<file path="config.mk">
export PLATFORM = sky130hd
export DESIGN_NAME = dual_port_ram_burst_reader
export DESIGN_NICKNAME = d
export VERILOG_FILES = /design/src/rtl/dual_port_ram_pkg.sv /design/src/rtl/wrap_addr_counter.sv /design/src/rtl/dual_port_ram_burst_reader.sv
export SDC_FILE = /design/constraint.sdc
export NUM_CORES = 1
export LEC_CHECK = 0
export BUFFER_PORTS_ARGS = -buffer_cell sky130_fd_sc_hd__buf_2
export CAP_MARGIN = 20
export CORE_UTILIZATION = 45
export CTS_CLUSTER_SIZE = 14
export DETAILED_ROUTE_END_ITERATION = 6
export PLACE_DENSITY = 0.71
export SLEW_MARGIN = 10
export SYNTH_ARGS = -nofsm -noshare
export SYNTH_HDL_FRONTEND = slang
export SYNTH_SLANG_ARGS = --single-unit
export TNS_END_PERCENT = 30
</file>
<file path="constraint.sdc">
create_clock -name clk -period 1.5 [get_ports clk]
set_input_delay 0.225 -clock clk [delete_from_list [all_inputs] [get_ports clk]]
set_output_delay 0.225 -clock clk [all_outputs]
set_load 0.05 [all_outputs]
</file>
<file path="src/rtl/dual_port_ram_pkg.sv">
// Purpose     : shared encodings for the dual-port RAM read/write sequencers.
// Latency     : n/a (constants only).
// Backpressure: n/a.
// Contents: state encoding for the burst sequencer FSMs.
package dual_port_ram_pkg;

  typedef logic [1:0] state_t;

  localparam state_t ST_IDLE  = 2'd0;
  localparam state_t ST_READ  = 2'd1;
  localparam state_t ST_FLUSH = 2'd2;

endpackage

</file>
<file path="src/rtl/wrap_addr_counter.sv">
// Purpose     : address counter that wraps modulo 2**width, with parallel load.
// Latency     : value updates one cycle after load/inc.
// Backpressure: none; caller gates inc.
// Ports: clk, reset_n (sync, active-low), load + load_value, inc, value.
// load has priority over inc.
module wrap_addr_counter #(
  parameter int width = 2
) (
  input  logic             clk,
  input  logic             reset_n,
  input  logic             load,
  input  logic             inc,
  input  logic [width-1:0] load_value,
  output logic [width-1:0] value
);

  logic [width-1:0] value_d;
  logic [width-1:0] value_q;

  always_comb begin
    value_d = value_q;
    if (load) begin
      value_d = load_value;
    end else if (inc) begin
      // Natural overflow of the width-bit adder gives the modulo wrap.
      value_d = value_q + 1'b1;
    end
  end

  always_ff @(posedge clk) begin
    if (!reset_n) begin
      value_q <= '0;
    end else begin
      value_q <= value_d;
    end
  end

  assign value = value_q;

endmodule

</file>
<file path="src/rtl/dual_port_ram_burst_reader.sv">
// Purpose     : walks the RAM read port for burst_len words from start_addr onto a registered stream.
// Latency     : start accepted at edge N, first beat valid after edge N+1; one beat/cycle with m_ready high.
// Backpressure: m_valid & !m_ready holds m_data/m_last and the address; start while busy is ignored.
// Ports: clk, reset_n (sync, active-low); start/start_addr/burst_len request; addr_rd/ram_dout RAM read port;
//        m_data/m_valid/m_ready/m_last stream; busy (state != IDLE); done (one-cycle completion pulse).
// Optional: define BURST_READER_PARITY_EN to add m_parity (XOR of the loaded word, registered with m_data).
module dual_port_ram_burst_reader
  import dual_port_ram_pkg::*;
#(
  parameter int addr_width = 2,
  parameter int data_width = 3
) (
  input  logic                  clk,
  input  logic                  reset_n,
  input  logic                  start,
  input  logic [addr_width-1:0] start_addr,
  input  logic [addr_width:0]   burst_len,
  output logic [addr_width-1:0] addr_rd,
  input  logic [data_width-1:0] ram_dout,
  output logic [data_width-1:0] m_data,
  output logic                  m_valid,
  input  logic                  m_ready,
  output logic                  m_last,
  output logic                  busy,
  output logic                  done
`ifdef BURST_READER_PARITY_EN
  ,
  output logic                  m_parity
`endif
);

  localparam logic [addr_width:0] CNT_ONE = 1;

  state_t state_q, state_d;
  logic [addr_width:0]   count_q, count_d;
  logic [data_width-1:0] m_data_q, m_data_d;
  logic                  m_valid_q, m_valid_d;
  logic                  m_last_q, m_last_d;
  logic                  done_q, done_d;
  logic                  parity_q, parity_d;
  logic                  addr_load, addr_inc;

  // The output register can take a new word when it is empty or being drained.
  logic load_beat;
  assign load_beat = (state_q == ST_READ) && (!m_valid_q || m_ready);

  wrap_addr_counter #(.width(addr_width)) u_addr (
    .clk       (clk),
    .reset_n   (reset_n),
    .load      (addr_load),
    .inc       (addr_inc),
    .load_value(start_addr),
    .value     (addr_rd)
  );

  // State register and datapath flops.
  always_ff @(posedge clk) begin
    if (!reset_n) begin
      state_q   <= ST_IDLE;
      count_q   <= '0;
      m_data_q  <= '0;
      m_valid_q <= 1'b0;
      m_last_q  <= 1'b0;
      done_q    <= 1'b0;
      parity_q  <= 1'b0;
    end else begin
      state_q   <= state_d;
      count_q   <= count_d;
      m_data_q  <= m_data_d;
      m_valid_q <= m_valid_d;
      m_last_q  <= m_last_d;
      done_q    <= done_d;
      parity_q  <= parity_d;
    end
  end

  // Next-state logic.
  always_comb begin
    state_d = state_q;
    case (state_q)
      ST_IDLE:  if (start && (burst_len != '0)) state_d = ST_READ;
      ST_READ:  if (load_beat && (count_q == CNT_ONE)) state_d = ST_FLUSH;
      ST_FLUSH: if (m_valid_q && m_ready) state_d = ST_IDLE;
      default:  state_d = ST_IDLE;
    endcase
  end

  // Output / datapath logic.
  always_comb begin
    count_d   = count_q;
    m_data_d  = m_data_q;
    m_valid_d = m_valid_q;
    m_last_d  = m_last_q;
    parity_d  = parity_q;
    done_d    = 1'b0;
    addr_load = 1'b0;
    addr_inc  = 1'b0;
    case (state_q)
      ST_IDLE: begin
        if (start) begin
          if (burst_len != '0) begin
            addr_load = 1'b1;
            count_d   = burst_len;
          end else begin
            // Zero-length burst completes immediately without a beat.
            done_d = 1'b1;
          end
        end
      end
      ST_READ: begin
        if (load_beat) begin
          m_data_d  = ram_dout;
          parity_d  = ^ram_dout;
          m_valid_d = 1'b1;
          m_last_d  = (count_q == CNT_ONE);
          addr_inc  = 1'b1;
          count_d   = count_q - 1'b1;
        end
      end
      ST_FLUSH: begin
        if (m_valid_q && m_ready) begin
          m_valid_d = 1'b0;
          m_last_d  = 1'b0;
          done_d    = 1'b1;
        end
      end
      default: ;
    endcase
  end

  assign m_data  = m_data_q;
  assign m_valid = m_valid_q;
  assign m_last  = m_last_q;
  assign done    = done_q;
  assign busy    = (state_q != ST_IDLE);

`ifdef BURST_READER_PARITY_EN
  assign m_parity = parity_q;
`else
  logic unused_parity;
  assign unused_parity = parity_q;
`endif

endmodule

</file>
==> metrics, run 1 <==
first-pass GRT wire length 2380 microns; largest net degree at the start of global routing 11; # fillers about 140; most frequent cells in the layout 19 x buf_2, 10 x dfxtp_1, 8 x o21ai_0; Primary FF master, synth dfxtp_1; Cell Area, Synth between 600 and 700 sq um; Gate power share about a third; Clk network pwr share ~23%; die area roughly 1700 sq um; Post-CTS Resized 3; most used routing layer met2; floorplan core area 1370 sq um; multi-input logic area 397 sq um; Hold Buf Count CTS 0; Core Rows 13; setup violators final 0; DRT Pass-1 Iters 4; share of cells above drive strength 1 33.3%; Int Pwr roughly 0.6 mW; Root Driver clkbuf_4; worst path arrival time roughly 1.2 ns; Sw Ratio between 30% and 40%; WP data required approximately 1.3 ns; Rel. slew slack around three quarters; critical path fanouts, max 7; Max Transition Viols Final 0; RSZ-0062 raised after global routing no; period utilization a little over nine tenths; Die Span Y roughly 41 microns; number of global-route vias before repair about 550; routability cong. 0.807; Setup CP Type flip-flop to output port; antenna violations before repair 0; post-synthesis cell type count 34; # H-tree levels 1; sequential share of power between 40% and 50%; met1 usage between 20% and 30%; Post-Syn Instances 83; CTS tree yes; hold violation count in the final report 0; critical path capture point type output port; clk_skew between 0.001 and 0.0015 ns; Routed Antenna Nets 0; Ports 21; Syn. warnings 0; NetSw 0.334 mW; CTS max path bufs 2; EDFF count, synth 0; GR Util met2 between 30% and 40%; Reg clk slew, reported paths roughly 0.08 ns; Buffers on Ports 20; Slew @ Worst Pin roughly 0.35 ns; Final nets roughly 120; min cycle time layout roughly 1.4 ns; Max VDD drop approximately 0.57 mV; R2R Setup Slk about 0.17 ns; # diodes 0; status complete, no violations; Pwr Density ~1100 nW/um^2; FF/Latch Area 267 sq um; Max-Cap Viols 0; Final Util 64.6%; Pleak roughly 0.37 nW; detailed-route via count 697; WL/cell roughly 13 microns; Overflow after GRT 0; syn nets between 90 and 100; commonest non-fill, non-tap cell in the layout buf_2; post-synthesis register bit count 13; Fmax between 0.7 and 0.8 GHz; Iteration-0 DRC Markers 19; Layout Area Growth over Synthesis 26.6%; Skew-Pair Late Insertion Delay 0.26 ns; setup total negative slack 0 ns; M3 GR Usage between 3 and 4%; TritonCTS buffer count 3; Initial Util about 51%; routed wire length between 1500 and 2000 microns; DRC violations left 0; Die W around 41 microns; asr flop ratio synth 0%; Seq/Total Area, Yosys 37.3%; gr usage total ~22%; syn avg cell area ~8.4 sq um; crit start category flip-flop; clock sinks 13; Setup Buffers After CTS 0; Hold Path Class input port to flip-flop; dpl hpwl about 1200 microns; vias per inst 5.67
[final timing paths]
kind | from | to | cells after the start
worst max-delay path | state_q[1]$_SDFFE_PN0P_ | busy | 3
worst min-delay path | ram_dout[1] | m_data[1]$_SDFFE_PN0P_ | 3
worst max register to register | m_valid$_SDFFE_PN0P_ | u_addr.value[1]$_SDFFE_PN0P_ | 3
worst min register to register | count_q[1]$_SDFFE_PN0P_ | count_q[1]$_SDFFE_PN0P_ | 2
[flip-flops by register name, indices dropped and copies added, names as in the netlist]
name          count
m_valid           1
state_q           2
u_addr.value      2
m_last            1
m_data            3
count_q           3
done              1
[routing by layer]
metal  part of all wire (%)  up-vias
li1                       -      359
met4                    1.0        0
met5                      0        -
met1                     47      326
met3                    2.5        2
met2                     49       10
[Yosys cell counts, drive strengths merged, types with 2 or more instances]
library cell	n	area, sq um
dfxtp	13	260
o21ai	8	40.0
a21oi	7	35.0
clkbuf	4	15.0
inv	4	15.0
nand2	4	15.0
nand3	4	20.0
nor3	4	20.0
nor2b	3	18.8
a311oi	2	17.5
ha	2	25.0
nand2b	2	12.5
nand4b	2	17.5
o211ai	2	15.0
o31ai	2	15.0
or3	2	12.5
[cells by family after synthesis]
family | count (synthesis) | synth area share (%)
and+or+nand+nor | 29 | 25.3
AOI/OAI and AO/OA | 27 | 24.6
muxes | 1 | 1.44
adders and majority gates | 2 | 3.59
buffers and inverters | 10 | 6.46
xor gates and xnor gates | 1 | 1.26
DFF | 13 | 37.3
[power by group through the flow]
stage	sequential, mW	combinational (mW)	clock, mW
2_1_floorplan	0.474	0.159	0
3_3_place_gp	0.414	0.301	0
3_5_place_dp	0.416	0.304	0
4_1_cts	0.408	0.311	0.227
5_1_grt	0.414	0.347	0.242
6_report	0.408	0.317	0.213
[per-stage QoR]
| step | cells | power [mW] | area (sq um) | hold WS (ns) | setup slack, ns |
|---|---|---|---|---|---|
| 2_1_floorplan | 83 | 0.633 | 699 | 0.356 | 0.0837 |
| 3_3_place_gp | 119 | 0.715 | 837 | 0.453 | 0.170 |
| 3_5_place_dp | 119 | 0.720 | 837 | 0.462 | 0.0820 |
| 4_1_cts | 123 | 0.946 | 871 | 0.186 | 0.0198 |
| 5_1_grt | 123 | 1.00 | 882 | 0.212 | 0.0326 |
| 6_report | 123 | 0.938 | 882 | 0.201 | 0.0807 |
[layout make-up]
cell class,count,area share (%)
Clock buffer,4,2.98
Inverter,5,2.13
Multi-Input combinational cell,60,45.0
Sequential cell,13,30.2
Tap cell,15,2.13
Timing Repair Buffer,26,17.6
[worst max-delay path: stages (launching register included)]
cell,delay [ns]
dfxtp_4,0.37
buf_4,0.16
or2_4,0.25
buf_8,0.15
No activity file was read; power rests on OpenSTA's default activity.
==> run 2: changes to the inputs <==
==> constraint.sdc (replaced) <==
create_clock -name clk -period 1.5 [get_ports clk]
set_input_delay 0 -clock clk [delete_from_list [all_inputs] [get_ports clk]]
set_output_delay 0 -clock clk [all_outputs]
set_load 0.05 [all_outputs]
==> metrics, run 2 (synthesized netlist as in run 1, its figures left out) <==
status complete, no violations; share of cells above drive strength 1 between 30% and 40%; Routed Antenna Nets 0; setup violators final 0; detailed-route via count around 700; RSZ-0062 raised after global routing no; Max-Cap Viols 0; vias per inst ~5.6; largest net degree at the start of global routing 11; setup total negative slack 0 ns; DRT Pass-1 Iters 4; # fillers about 130; # diodes 0; Root Driver clkbuf_4; # H-tree levels 1; hold violation count in the final report 0; commonest non-fill, non-tap cell in the layout buf_2; Final Util about two thirds; Pwr Density around 1000 nW/um^2; DRC violations left 0; WP data required between 1.5 and 2 ns; Ports 21; CTS tree yes; dpl hpwl between 1000 and 1500 microns; Initial Util 51.0%; routed wire length around 1600 microns; period utilization between 90% and 100%; Layout Area Growth over Synthesis 27.1%; Die W ~41 microns; Setup CP Type flip-flop to flip-flop; worst path arrival time between 1.5 and 2 ns; Slew @ Worst Pin around 0.52 ns; crit start category flip-flop; Setup Buffers After CTS 0; die area 1710 sq um; CTS max path bufs 2; antenna violations before repair 0; Final nets 125; gr usage total a little over a fifth; Skew-Pair Late Insertion Delay ~0.26 ns; Hold Path Class input port to flip-flop; most frequent cells in the layout 20 x buf_2, 11 x dfxtp_1, 8 x o21ai_0; Pleak between 0.3 and 0.4 nW; Post-CTS Resized 0; pre-CTS setup slack approximately 0.15 ns; post-route cell area approximately 890 sq um; Hold Buf Count CTS 3; Core Rows 13; Buffers on Ports 20; routability cong. a little over 0.8; first-pass GRT wire length 2410 microns; clock sinks 13; Max Transition Viols Final 0; placed cell area between 800 and 900 sq um; critical path capture point type flip-flop; min cycle time layout around 1.4 ns; critical path fanouts, max 10; WL/cell roughly 13 microns; clk_skew 0.00363 ns; floorplan core area between 1000 and 1500 sq um; Reg clk slew, reported paths approximately 0.080 ns; Overflow after GRT 0; TritonCTS buffer count 3; number of global-route vias before repair 567; Iteration-0 DRC Markers 12; Max VDD drop around 0.47 mV; Fmax between 0.7 and 0.8 GHz; Die Span Y about 41 microns; Rel. slew slack between 60% and 70%; PnR worst setup slack ~0.14 ns
[run 2: changes by cell type in the layout (fill, tap and decap cells not counted), sizes merged]
cell	change
dlygate4sd3	+3
buf	-1
[run 2: final timing paths]
kind | endpoint | startpoint | cells after the start | slack [ns]
max reg2reg | state_q[0]$_SDFFE_PN0P_ | m_valid$_SDFFE_PN0P_ | 3 | 0.14
max | state_q[0]$_SDFFE_PN0P_ | m_valid$_SDFFE_PN0P_ | 3 | 0.14
min reg2reg | m_data[2]$_SDFFE_PN0P_ | m_data[2]$_SDFFE_PN0P_ | 2 | 0.48
min | m_valid$_SDFFE_PN0P_ | reset_n | 3 | 0.01
[run 2: per-stage QoR]
stage,cells,power (mW),hold slack (ns)
after floorplan,83,0.633,0.131
after global placement,118,0.714,0.256
after detailed placement,118,0.719,0.264
after CTS,125,0.935,0.0128
after global routing,125,0.986,0.0249
final,125,0.926,0.0140
[run 2: worst max-delay path, cell delays in order, from the launching register on]
cell and delay, ns:
dfxtp_2 0.38, nor2b_1 0.47, o21ai_0 0.18, a211oi_1 0.24
[run 2: metal layers]
layer	global-route usage, %	share of wire (%)
met1	29.2	48
met2	33.6	46
met3	4.79	4.1
met4	9.68	1.1
met5	0	0
[run 2: final cells by class]
cell class	instances	area [sq um]	share of cell area, %
inverter	5	18.8	2.12
sequential	13	263	29.7
timing repair buffer	28	168	18.9
clock buffer	4	26.3	2.97
multi-input combinational	60	392	44.2
tap	15	18.8	2.12
[run 2: where the power goes]
part | leakage (nW) | internal [mW] | switching, mW
clock | 0.0150 | 0.103 | 0.106
combinational | 0.249 | 0.114 | 0.195
sequential | 0.107 | 0.382 | 0.0268
==> run 3: changes to the inputs <==
Settings changed: CTS_BUF_LIST set to sky130_fd_sc_hd__clkbuf_8.
==> metrics, run 3 (synthesized netlist as in run 1, its figures left out) <==
# diodes 0; Reg clk slew, reported paths 0.05 ns; min cycle time layout 1.37 ns; Die Span Y between 40 and 50 microns; dpl hpwl about 1200 microns; routed wire length roughly 1600 microns; reg2reg path depth 3; detailed-route via count 686; routability cong. 0.816; DRC violations left 0; setup violators final 0; Max VDD drop around 0.5 mV; worst path arrival time 1.52 ns; Root Driver clkbuf_8; CTS tree yes; share of cells above drive strength 1 between 30% and 40%; met1 WL slightly below 800 microns; Skew-Pair Late Insertion Delay roughly 0.24 ns; most frequent cells in the layout 20 x buf_2, 11 x dfxtp_1, 8 x o21ai_0; largest net degree at the start of global routing 11; die area between 1500 and 2000 sq um; Pwr Density about 1200 nW/um^2; critical path fanouts, max 10; crit start category flip-flop; Pleak around 0.37 nW; Hold Buf Count CTS 0; Post-CTS Resized 0; Core Rows 13; Hold Path Class input port to flip-flop; Routed Antenna Nets 0; number of global-route vias before repair 554; Slew @ Worst Pin between 0.5 and 0.6 ns; Max-Cap Viols 0; CTS max path bufs 2; Max Transition Viols Final 0; period utilization between 90% and 100%; critical path capture point type flip-flop; Ports 21; Final nets ~120; setup total negative slack 0 ns; Overflow after GRT 0; floorplan core area around 1400 sq um; Rel. slew slack 64.1%; Layout Area Growth over Synthesis 25.5%; Initial Util between 50% and 60%; placed cell area about 830 sq um; Hold WS roughly 0.012 ns; Setup CP Type flip-flop to flip-flop; DRT Pass-1 Iters 4; # fillers 132; TritonCTS buffer count 3; Buffers on Ports 20; antenna violations before repair 0; post-route cell area 875 sq um; Final Util 64.0%; Setup Buffers After CTS 0; PnR worst setup slack approximately 0.13 ns; Iteration-0 DRC Markers 11; Hold Crit Depth 3; # H-tree levels 1; commonest non-fill, non-tap cell in the layout buf_2; Fmax approximately 0.73 GHz; first-pass GRT wire length approximately 2400 microns; hold violation count in the final report 0; WP data required 1.65 ns; DR top layer met4; pre-CTS setup slack around 0.15 ns; clk_skew between 0.002 and 0.003 ns; WL met2 approximately 700 microns; gr usage total between 20% and 30%; Die W between 40 and 50 microns; status complete, no violations; WL/cell ~13 microns; met3 wire len around 54 microns; clock sinks 13; RSZ-0062 raised after global routing no; vias per inst roughly 5.6
[run 3: worst max-delay path, stage by stage (launching register included)]
cell,delay (ns)
dfxtp_2,0.37
nor2b_1,0.48
o21ai_0,0.18
a211oi_1,0.24
[run 3: stage by stage]
stage	instances	total power, mW
3_3_place_gp	118	0.714
2_1_floorplan	83	0.633
5_1_grt	122	1.07
3_5_place_dp	118	0.719
6_report	122	1.01
4_1_cts	122	1.02
[run 3: routing by layer]
metal  vias up  global-route usage, %
li1        358                      -
met1       312                   28.6
met4         0                   12.1
met3         2                   4.79
met5         -                      0
met2        14                   32.4
[run 3: path summary, 6_finish.rpt]
check,endpoint,from,slack [ns]
hold / removal,m_data[2]$_SDFFE_PN0P_,ram_dout[2],0.01
hold reg to reg,m_data[2]$_SDFFE_PN0P_,m_data[2]$_SDFFE_PN0P_,0.48
setup reg to reg,state_q[0]$_SDFFE_PN0P_,m_valid$_SDFFE_PN0P_,0.13
setup / recovery,state_q[0]$_SDFFE_PN0P_,m_valid$_SDFFE_PN0P_,0.13
[run 3: cell type report]
cell class / instances / area, sq um / area share (%)
flip-flops and latches: 13 / 263 / 30.0
well taps: 15 / 18.8 / 2.15
repair buffers: 25 / 138 / 15.7
clock buffers: 3 / 41.3 / 4.72
inverters: 5 / 18.8 / 2.15
clock inverters: 1 / 3.75 / 0.429
multi-input cells: 60 / 392 / 44.8
[run 3: power breakdown]
group | internal [mW] | leakage, nW | total, mW | switching, mW
clock | 0.180 | 0.0269 | 0.300 | 0.120
sequential | 0.383 | 0.107 | 0.410 | 0.0270
combinational | 0.109 | 0.236 | 0.303 | 0.194
total | 0.672 | 0.370 | 1.01 | 0.341
